[src/rtl/writeback_arbiter_l3_pkg.sv]
// Shared types for the writeback arbiter: the writeback message layout,
// the stall-lock state encoding and a helper that sizes the message bus.
package writeback_arbiter_l3_pkg;

    localparam int unsigned SEQ_NUM_BITS   = 5;
    localparam int unsigned PHYS_ADDR_BITS = 6;

    typedef struct packed {
        logic [31:0]               pc;
        logic [SEQ_NUM_BITS-1:0]   seq_num;
        logic [4:0]                waddr;
        logic [31:0]               wdata;
        logic                      wen;
        logic [PHYS_ADDR_BITS-1:0] preg;
        logic [PHYS_ADDR_BITS-1:0] ppreg;
    } wb_msg_t;

    typedef enum logic {
        ST_OPEN   = 1'b0,
        ST_LOCKED = 1'b1
    } lock_state_t;

    // Fixed fields (pc, waddr, wdata, wen) are 70 bits; the rest scale.
    function automatic int unsigned wb_msg_bits(input int unsigned seq_bits,
                                                input int unsigned phys_bits);
        return 32'd70 + seq_bits + 32'd2 * phys_bits;
    endfunction

endpackage

[src/rtl/writeback_arbiter_l3_rr_arbiter.sv]
// Combinational round-robin pick: first requester at or after the pointer,
// or the locked index when a stall has pinned the grant.
module rr_arbiter #(
    parameter int unsigned p_width = 4,
    localparam int unsigned IW = (p_width > 1) ? $clog2(p_width) : 1
) (
    input  logic [p_width-1:0] i_req,
    input  logic [IW-1:0]      i_ptr,
    input  logic               i_lock,
    input  logic [IW-1:0]      i_lock_idx,
    output logic [p_width-1:0] o_grant,
    output logic [IW-1:0]      o_grant_idx
);

    logic        w_found;
    int unsigned w_idx;

    always_comb begin
        o_grant     = '0;
        o_grant_idx = '0;
        w_found     = 1'b0;
        w_idx       = 0;
        if (i_lock) begin
            o_grant[i_lock_idx] = 1'b1;
            o_grant_idx         = i_lock_idx;
        end else begin
            for (int unsigned k = 0; k < p_width; k++) begin
                w_idx = 32'(i_ptr) + k;
                if (w_idx >= p_width) begin
                    w_idx = w_idx - p_width;
                end
                if (!w_found && i_req[IW'(w_idx)]) begin
                    w_found              = 1'b1;
                    o_grant[IW'(w_idx)]  = 1'b1;
                    o_grant_idx          = IW'(w_idx);
                end
            end
        end
    end

endmodule

[src/rtl/writeback_arbiter_l3.sv]
// Merges per-unit completion messages into one writeback stream: one-entry
// slot per unit, round-robin drain, grant pinned while writeback stalls.
module writeback_arbiter_l3
    import writeback_arbiter_l3_pkg::*;
#(
    parameter int unsigned p_num_units      = 4,
    parameter int unsigned p_seq_num_bits   = 5,
    parameter int unsigned p_phys_addr_bits = 6,
    localparam int unsigned MB = wb_msg_bits(p_seq_num_bits, p_phys_addr_bits),
    localparam int unsigned UW = (p_num_units > 1) ? $clog2(p_num_units) : 1
) (
    input  logic                      clk,
    input  logic                      rst,
    input  logic [p_num_units-1:0]    x_val,
    output logic [p_num_units-1:0]    x_rdy,
    input  logic [p_num_units*MB-1:0] x_msg,
    output logic                      w_val,
    input  logic                      w_rdy,
    output logic [MB-1:0]             w_msg,
    output logic [UW-1:0]             w_unit
);

    lock_state_t             r_state;
    lock_state_t             w_state_nxt;
    logic [UW-1:0]           r_lock_idx;
    logic [UW-1:0]           w_lock_idx_nxt;
    logic [UW-1:0]           r_ptr;
    logic [UW-1:0]           w_ptr_nxt;
    logic [UW-1:0]           w_grant_idx;
    logic [p_num_units-1:0]  w_grant;
    logic [p_num_units-1:0]  w_pop;
    logic [p_num_units-1:0]  w_in_val;
    logic [MB-1:0]           w_in_msg [p_num_units];
    logic                    w_fire;
    logic                    w_lock;

    assign w_lock = (r_state == ST_LOCKED);

    rr_arbiter #(
        .p_width (p_num_units)
    ) u_rr_arbiter (
        .i_req       (w_in_val),
        .i_ptr       (r_ptr),
        .i_lock      (w_lock),
        .i_lock_idx  (r_lock_idx),
        .o_grant     (w_grant),
        .o_grant_idx (w_grant_idx)
    );

    assign w_val  = |w_in_val;
    assign w_msg  = w_in_msg[w_grant_idx];
    assign w_unit = w_grant_idx;
    assign w_fire = w_val & w_rdy;
    assign w_pop  = {p_num_units{w_fire}} & w_grant;

    // One-entry slot per unit; a pop and a refill may share a cycle.
    for (genvar gi = 0; gi < p_num_units; gi++) begin : g_slot
        logic          r_val;
        logic [MB-1:0] r_msg;

        assign x_rdy[gi]    = ~r_val | w_pop[gi];
        assign w_in_val[gi] = r_val;
        assign w_in_msg[gi] = r_msg;

        always_ff @(posedge clk or posedge rst) begin
            if (rst) begin
                r_val <= 1'b0;
                r_msg <= '0;
            end else if (x_val[gi] && x_rdy[gi]) begin
                r_val <= 1'b1;
                r_msg <= x_msg[gi*MB +: MB];
            end else if (w_pop[gi]) begin
                r_val <= 1'b0;
            end
        end
    end

    always_ff @(posedge clk or posedge rst) begin
        if (rst) begin
            r_state    <= ST_OPEN;
            r_lock_idx <= '0;
            r_ptr      <= '0;
        end else begin
            r_state    <= w_state_nxt;
            r_lock_idx <= w_lock_idx_nxt;
            r_ptr      <= w_ptr_nxt;
        end
    end

    // Pointer advances past the winner; a stall pins the current winner.
    always_comb begin
        w_state_nxt    = r_state;
        w_lock_idx_nxt = r_lock_idx;
        w_ptr_nxt      = r_ptr;
        if (w_fire) begin
            w_ptr_nxt = (w_grant_idx == UW'(p_num_units - 1)) ? '0 : w_grant_idx + UW'(1);
        end
        case (r_state)
            ST_OPEN: begin
                if (w_val && !w_rdy) begin
                    w_state_nxt    = ST_LOCKED;
                    w_lock_idx_nxt = w_grant_idx;
                end
            end
            ST_LOCKED: begin
                if (w_fire) begin
                    w_state_nxt = ST_OPEN;
                end
            end
            default: w_state_nxt = ST_OPEN;
        endcase
    end

endmodule

[config.mk]
export PLATFORM = sky130hd
export DESIGN_NAME = writeback_arbiter_l3
export DESIGN_NICKNAME = d
export VERILOG_FILES = /design/src/rtl/writeback_arbiter_l3_pkg.sv /design/src/rtl/writeback_arbiter_l3_rr_arbiter.sv /design/src/rtl/writeback_arbiter_l3.sv
export SDC_FILE = /design/constraint.sdc
export NUM_CORES = 1
export LEC_CHECK = 0
export BUFFER_PORTS_ARGS = -buffer_cell sky130_fd_sc_hd__buf_2
export CORE_ASPECT_RATIO = 0.7
export CORE_MARGIN = 8
export CORE_UTILIZATION = 48
export DETAILED_ROUTE_END_ITERATION = 6
export PLACE_DENSITY = 0.77
export SLEW_MARGIN = 15
export SYNTH_ARGS = -nofsm -noshare
export SYNTH_HDL_FRONTEND = slang
export SYNTH_HIERARCHICAL = 1
export SYNTH_SLANG_ARGS = --single-unit
[constraint.sdc]
create_clock -name clk -period 10.4 [get_ports clk]
set_input_delay 0.52 -clock clk [delete_from_list [all_inputs] [get_ports clk]]
set_output_delay 0.52 -clock clk [all_outputs]
set_load 0.02 [all_outputs]
# Word-level counts from Yosys, hierarchy flattened
# Cells that the tools add are included.
# word_totals
regBits,357
inputBits,355
output_inout_bits,94
word_cells,133
# classes
add_sub_neg,8
n_lt_le_gt_ge,15
n_eq_ne,1
muxes,60
bitwise,15
reduce_logical,23
# op_table
cell,n
binary-select mux 87 bit (select 2 bit),1
two-way mux 87 bit,2
two-way mux 4 bit,8
two-way mux 2 bit,14
two-way mux 1 bit,25
< comparator 2 x 3 -> 1 bit (second input constant),5
logical AND 1 bit,13
greater-or-equal comparator 3 bit (second input constant),4
bitwise OR 4 bit,3
demux 1 bit (select 2 bit),5
greater-or-equal comparator 2 x 1 -> 1 bit (second input constant),5
binary-select mux 1 bit (select 2 bit),4
nonzero test 2 bit,4
subtractor 2 x 1 -> 2 bit (second input constant),4
adder 2 x 2 -> 3 bit (second input constant),2
NOT 1 bit,5
AND 4 bit,1
logical NOT 1 bit,4
bitwise OR 1 bit,4
OR reduction 4 bit,1
adder 2 x 1 -> 3 bit (second input constant),1
greater-or-equal comparator 2 x 3 -> 1 bit (second input constant),1
NOT 2 -> 3 bit,1
adder 2 x 1 -> 2 bit (second input constant),1
other kinds (4),4

# Depth between registers and ports, before layout
# logic_depth
ltp_word,23
depth_mapped,13
mapped_depth_nobuf,9

# Cells and area by module
# Netlist, hierarchy kept.
# modules_own_cells
mod,instances,cells_each,area_each_um2,seq_area_each_um2
writeback_arbiter_l3,1,872,15833.9,8933.6
rr_arbiter,1,60,521.8,0.0

# Worst setup path before layout
# Ideal clock, no wire load.
# synth_timing
path_kind,register to output
startpoint,register r_ptr[0]
endpoint,output w_msg[42]
arrival_time_ps,3524
t_required_ps,9880
slack_ps,6356
path_stages_with_launch,12
path_buffers,4
path_cell_list,dfrtp_1 > buf_6 > inv_1 > ha_1 > buf_2 > mux4_2 > nor2b_4 > o22ai_1 > o21ai_0 > buf_2 > buf_2 > mux4_2
# synth_via
elab_chain_len,23
elab_cells_between_ends,48
cone_classes,add/sub (7); order compare (4); mux (30); bitwise (1); reduce/logical (6)
# synth_rtl
item,line_no,rtl
start: declaration,writeback_arbiter_l3.sv:27,logic [UW-1:0] r_ptr;
start signal: assignment,writeback_arbiter_l3.sv:86,r_ptr <= w_ptr_nxt;
greater-or-equal comparator 2 x 3 -> 1 bit or subtractor 2 x 1 -> 2 bit (tied branches),"writeback_arbiter_l3_rr_arbiter.sv:29, writeback_arbiter_l3_rr_arbiter.sv:30",
two-way mux 2 bit,writeback_arbiter_l3_rr_arbiter.sv:29,if (w_idx >= p_width) begin
two-way mux 2 bit,writeback_arbiter_l3_rr_arbiter.sv:23,if (i_lock) begin
binary-select mux 1 bit (select 2 bit),writeback_arbiter_l3_rr_arbiter.sv:32,if (!w_found && i_req[IW'(w_idx)]) begin
two-way mux 1 bit (implied by the code),writeback_arbiter_l3_rr_arbiter.sv:32,
two-way mux 1 bit,writeback_arbiter_l3_rr_arbiter.sv:32,
two-way mux 1 bit,writeback_arbiter_l3_rr_arbiter.sv:23,
logical NOT 1 bit,writeback_arbiter_l3_rr_arbiter.sv:32,
[7 not listed],-,
logical NOT 1 bit,writeback_arbiter_l3_rr_arbiter.sv:32,
logical AND 1 bit,writeback_arbiter_l3_rr_arbiter.sv:32,
two-way mux 2 bit *,writeback_arbiter_l3_rr_arbiter.sv:32,
two-way mux 2 bit *,writeback_arbiter_l3_rr_arbiter.sv:23,
via w_unit[0],writeback_arbiter_l3.sv:20,output logic [UW-1:0] w_unit
NOT 2 -> 3 bit (implied by the code) *,writeback_arbiter_l3.sv:51,assign w_msg = w_in_msg[w_grant_idx];
binary-select mux 87 bit (select 2 bit) *,writeback_arbiter_l3.sv:51,
two-way mux 87 bit (implied by the code) * (2 in series),writeback_arbiter_l3.sv:51,
end: declaration,writeback_arbiter_l3.sv:19,"output logic [MB-1:0] w_msg,"
# Mark *: on every way through the listed nets, which the timed path passes. The rest lies on a longest branch. The select of a mux whose other input is x is not followed.

# Worst setup path in the final report
# layout_timing
startpoint,register r_ptr[0]
endpoint,output w_msg[18]
# layout_via
elab_chain_len,23
elab_cells_between_ends,48
cone_classes,add/sub (7); order compare (4); mux (30); bitwise (1); reduce/logical (6)
# layout_rtl
item,line_no
greater-or-equal comparator 2 x 3 -> 1 bit or subtractor 2 x 1 -> 2 bit (tied branches),"writeback_arbiter_l3_rr_arbiter.sv:29, writeback_arbiter_l3_rr_arbiter.sv:30"
two-way mux 2 bit,writeback_arbiter_l3_rr_arbiter.sv:29
two-way mux 2 bit,writeback_arbiter_l3_rr_arbiter.sv:23
binary-select mux 1 bit (select 2 bit),writeback_arbiter_l3_rr_arbiter.sv:32
two-way mux 1 bit (implied by the code),writeback_arbiter_l3_rr_arbiter.sv:32
two-way mux 1 bit,writeback_arbiter_l3_rr_arbiter.sv:32
two-way mux 1 bit,writeback_arbiter_l3_rr_arbiter.sv:23
logical NOT 1 bit,writeback_arbiter_l3_rr_arbiter.sv:32
[6 not listed],-
two-way mux 1 bit,writeback_arbiter_l3_rr_arbiter.sv:23
logical NOT 1 bit,writeback_arbiter_l3_rr_arbiter.sv:32
logical AND 1 bit,writeback_arbiter_l3_rr_arbiter.sv:32
two-way mux 2 bit *,writeback_arbiter_l3_rr_arbiter.sv:32
two-way mux 2 bit *,writeback_arbiter_l3_rr_arbiter.sv:23
NOT 2 -> 3 bit (implied by the code) *,writeback_arbiter_l3.sv:51
binary-select mux 87 bit (select 2 bit) *,writeback_arbiter_l3.sv:51
two-way mux 87 bit (implied by the code) * (2 in series),writeback_arbiter_l3.sv:51
# Every way passes the cells marked *; elsewhere a longest branch is shown, timed or not. The select of a mux whose other input is x is not followed.

==> results.yml <==
timing:
  tightest_slew_ns: 1.12
  max_freq_mhz: 169
  slew_viol_final: 0
  rsz0062_at_grt: "false"
  skew_ns: 0.0208
  tns_ns: 0
  finalCritPeriodShare_pct: 56.8
  fin_hold_ws_ns: 0.227
  finalSetupViolCount: 0
  relSlewSlack_pct: 25.4
  finalHoldViolCount: 0
  fin_crit_ns: 5.91
power:
  p_leak_uw: 0.00957
  irDropWorstVdd_uv: 195
  cellPowerDensity_mw_per_mm2: 359
synth:
  synth_xor_area_share_pct: 0
  netlist.area_leader.share_pct: 54.6
  ys_ff_latch: 357
  syn_inst: 932
  synthMuxAreaShare_pct: 39.8
  synth_compound_area_share_pct: 1.50
  yosys-top-cells-area: "dfrtp_1 (55%), mux2_2 (16%), mux4_2 (12%), mux2_4 (11%), buf_2 (1.3%)"
  synth_simple_gate_area_share_pct: 0.956
  ys_types: 31
  synth_top_family_by_area: "multiplexers"
  syn-mean-instance-area_um2: 17.5
  yosys.area_share.adder_pct: 0.459
  synth.yosys.seq_area_share_pct: 54.6
  syn_nets: 1293
  yosysTopAreaCell: "dfrtp_1"
  synth-warning-count: 6
  netlist_area_mm2: 0.0164
clocking:
  clock-sinks: 357
  hold_buffers: 1
  cts_root_buf: "clkbuf_16"
  clk_latency_ns: 0.52
  ctsResizeCount: 0
  clk_pin_slew_ns: 0.06
  htree_levels: 2
  clk_path_buf_depth: 3
  tritoncts: "done"
  numCtsBuffers: 36
  postCtsSetupBuffers: 0
job:
  maxCapViolations: 0
min_path:
  worstHoldStart: "x_msg[240]"
  min_path_type: "in2reg"
  whs_endpoint: "g_slot[2].r_msg[66]"
  hold_depth: 2
final_layout:
  mostFrequentLayoutCell: "buf_2"
  area_growth_pct: 22.9
  final_cell_mix: "buf_2 (448), dfrtp_1 (357), mux2_2 (235)"
  nNetsFinal: 1729
  fillers: 2531
  layout-drive-gt1-share_pct: 69.8
critical_path:
  r2r_cells: 9
  r2r-start: "r_ptr[0]"
  timing.rr.end: "g_slot[1].r_msg[75]"
  cp.arrival_ns: 5.39
  endpoint_kind: "primary output"
  crit_path_max_fanout: 49
  worstSetupPathType: "reg2out"
  r2r_slack_ns: 5.82
  start_kind: "register"
  cp.required_ns: 9.88
route:
  vias_per_cell: 5.55
  initialDrtViolationCount: 559
  wl_um: 46300
  post_drt_wl_per_cell_um: 25.1
  drt_pass1_iterations: 4
  via_count: 10226
  drc: 0
  ant_nets: 0
grt:
  grt_pass1_wl_um: 70500
  grt_usage_pct: 22.6
  grt_max_degree: 181
  grt_antenna_before_repair: 29
  grt.overflow.total: 0
  grt_pass1_vias: 11578
floorplan:
  die_h_um: 170
  die-width_um: 237
  start_util_pct: 48.7
  pin_count: 449
  fp-row-count: 56
  core_area_mm2: 0.0336
  die_area_mm2: 0.0403
place:
  numPortBuffers: 448
  dp_hpwl_um: 32800
  place_congestion: 0.868
outcome:
  status: "complete, no violations"
area by class of cell:
class | count | area [um2] | area share [%]
sequential | 357 | 8930 | 44.4
clock buffer | 51 | 1060 | 5.27
inverter | 5 | 22.5 | 0.112
multi-input combinational | 510 | 7030 | 35.0
antenna | 17 | 42.5 | 0.212
tap | 435 | 544 | 2.71
timing repair buffer | 458 | 2340 | 11.7
clock inverter | 11 | 121 | 0.604
power by group:
part	leakage, uW	internal [uW]	switching (uW)
sequential	0.00423	2100	445
clock	0.000579	761	542
combinational	0.00477	1790	1580
flip-flops by register name, summed over array words and instances, names as in the netlist, named ones only:
signal	cells
g_slot.r_val	4
g_slot.r_msg	348
r_lock_idx	2
r_ptr	2
metal layers:
metal	up-vias	track usage [%]	part of all wire, %
met4	26	8.07	2.8
met3	100	7.25	7.9
met2	375	37.1	49
li1	4389	-	-
met5	-	0	0.35
met1	5336	28.3	40
worst max-delay path by stage:
stage                         from                          to  slack [ns]  cells past startpoint
after global routing      r_ptr[0]                    w_msg[4]        4.16                      9
after floorplan                rst  asynchronous set/reset pin        5.10                      1
after CTS                 r_ptr[0]                    w_msg[4]        4.45                      9
after global placement    r_ptr[0]                   w_msg[14]        5.20                      9
final                     r_ptr[0]                   w_msg[18]        4.49                      9
after detailed placement  r_ptr[0]                    w_msg[4]        5.02                      9
cell usage after synthesis:
master and instances:
a2111oi_4 1, a21bo_2 4, a221o_1 5, a221oi_1 1, a22o_1 4, a22oi_1 1, buf_2 41, buf_6 18
clkbuf_1 1, dfrtp_1 357, ha_1 6, inv_1 5, mux2_2 235, mux2_4 120, mux2i_1 4, mux4_2 90
nand2_1 8, nand2_2 4, nand2b_1 5, nand3_1 1, nand3b_1 2, nor2_1 3, nor2b_4 1, nor4_1 1
o21a_1 1, o21ai_0 6, o22ai_1 1, o31ai_1 1, o32ai_1 1, o41ai_2 1, or3_1 3
worst max-delay path: stages (launching register included):
cell	delay [ns]
dfrtp_1	0.63
inv_1	0.17
ha_1	0.50
mux2i_1	0.12
or3_1	0.38
a2111oi_4	0.53
a221o_4	0.81
buf_4	0.78
mux4_2	0.61
buf_2	0.18
cell families after synthesis:
kind of cell | Yosys count
and+or+nand+nor | 28
adders and majority gates | 6
buffers and inverters | 65
DFF | 357
AOI/OAI and AO/OA | 27
muxes | 449
stage by stage:
step                setup WS, ns  total power, uW  cells  utilization [%]  instance area, um2
floorplan                   5.10             4960    932                -               16400
global placement            5.20             5850   1764             56.2               18900
detailed placement          5.02             5950   1764             56.2               18900
CTS                         4.45             7290   1827             59.8               20100
global route                4.16             7590   1842             59.9               20100
finish                      4.49             7220   1844             59.9               20100
Power figures use the tool's default switching activity.
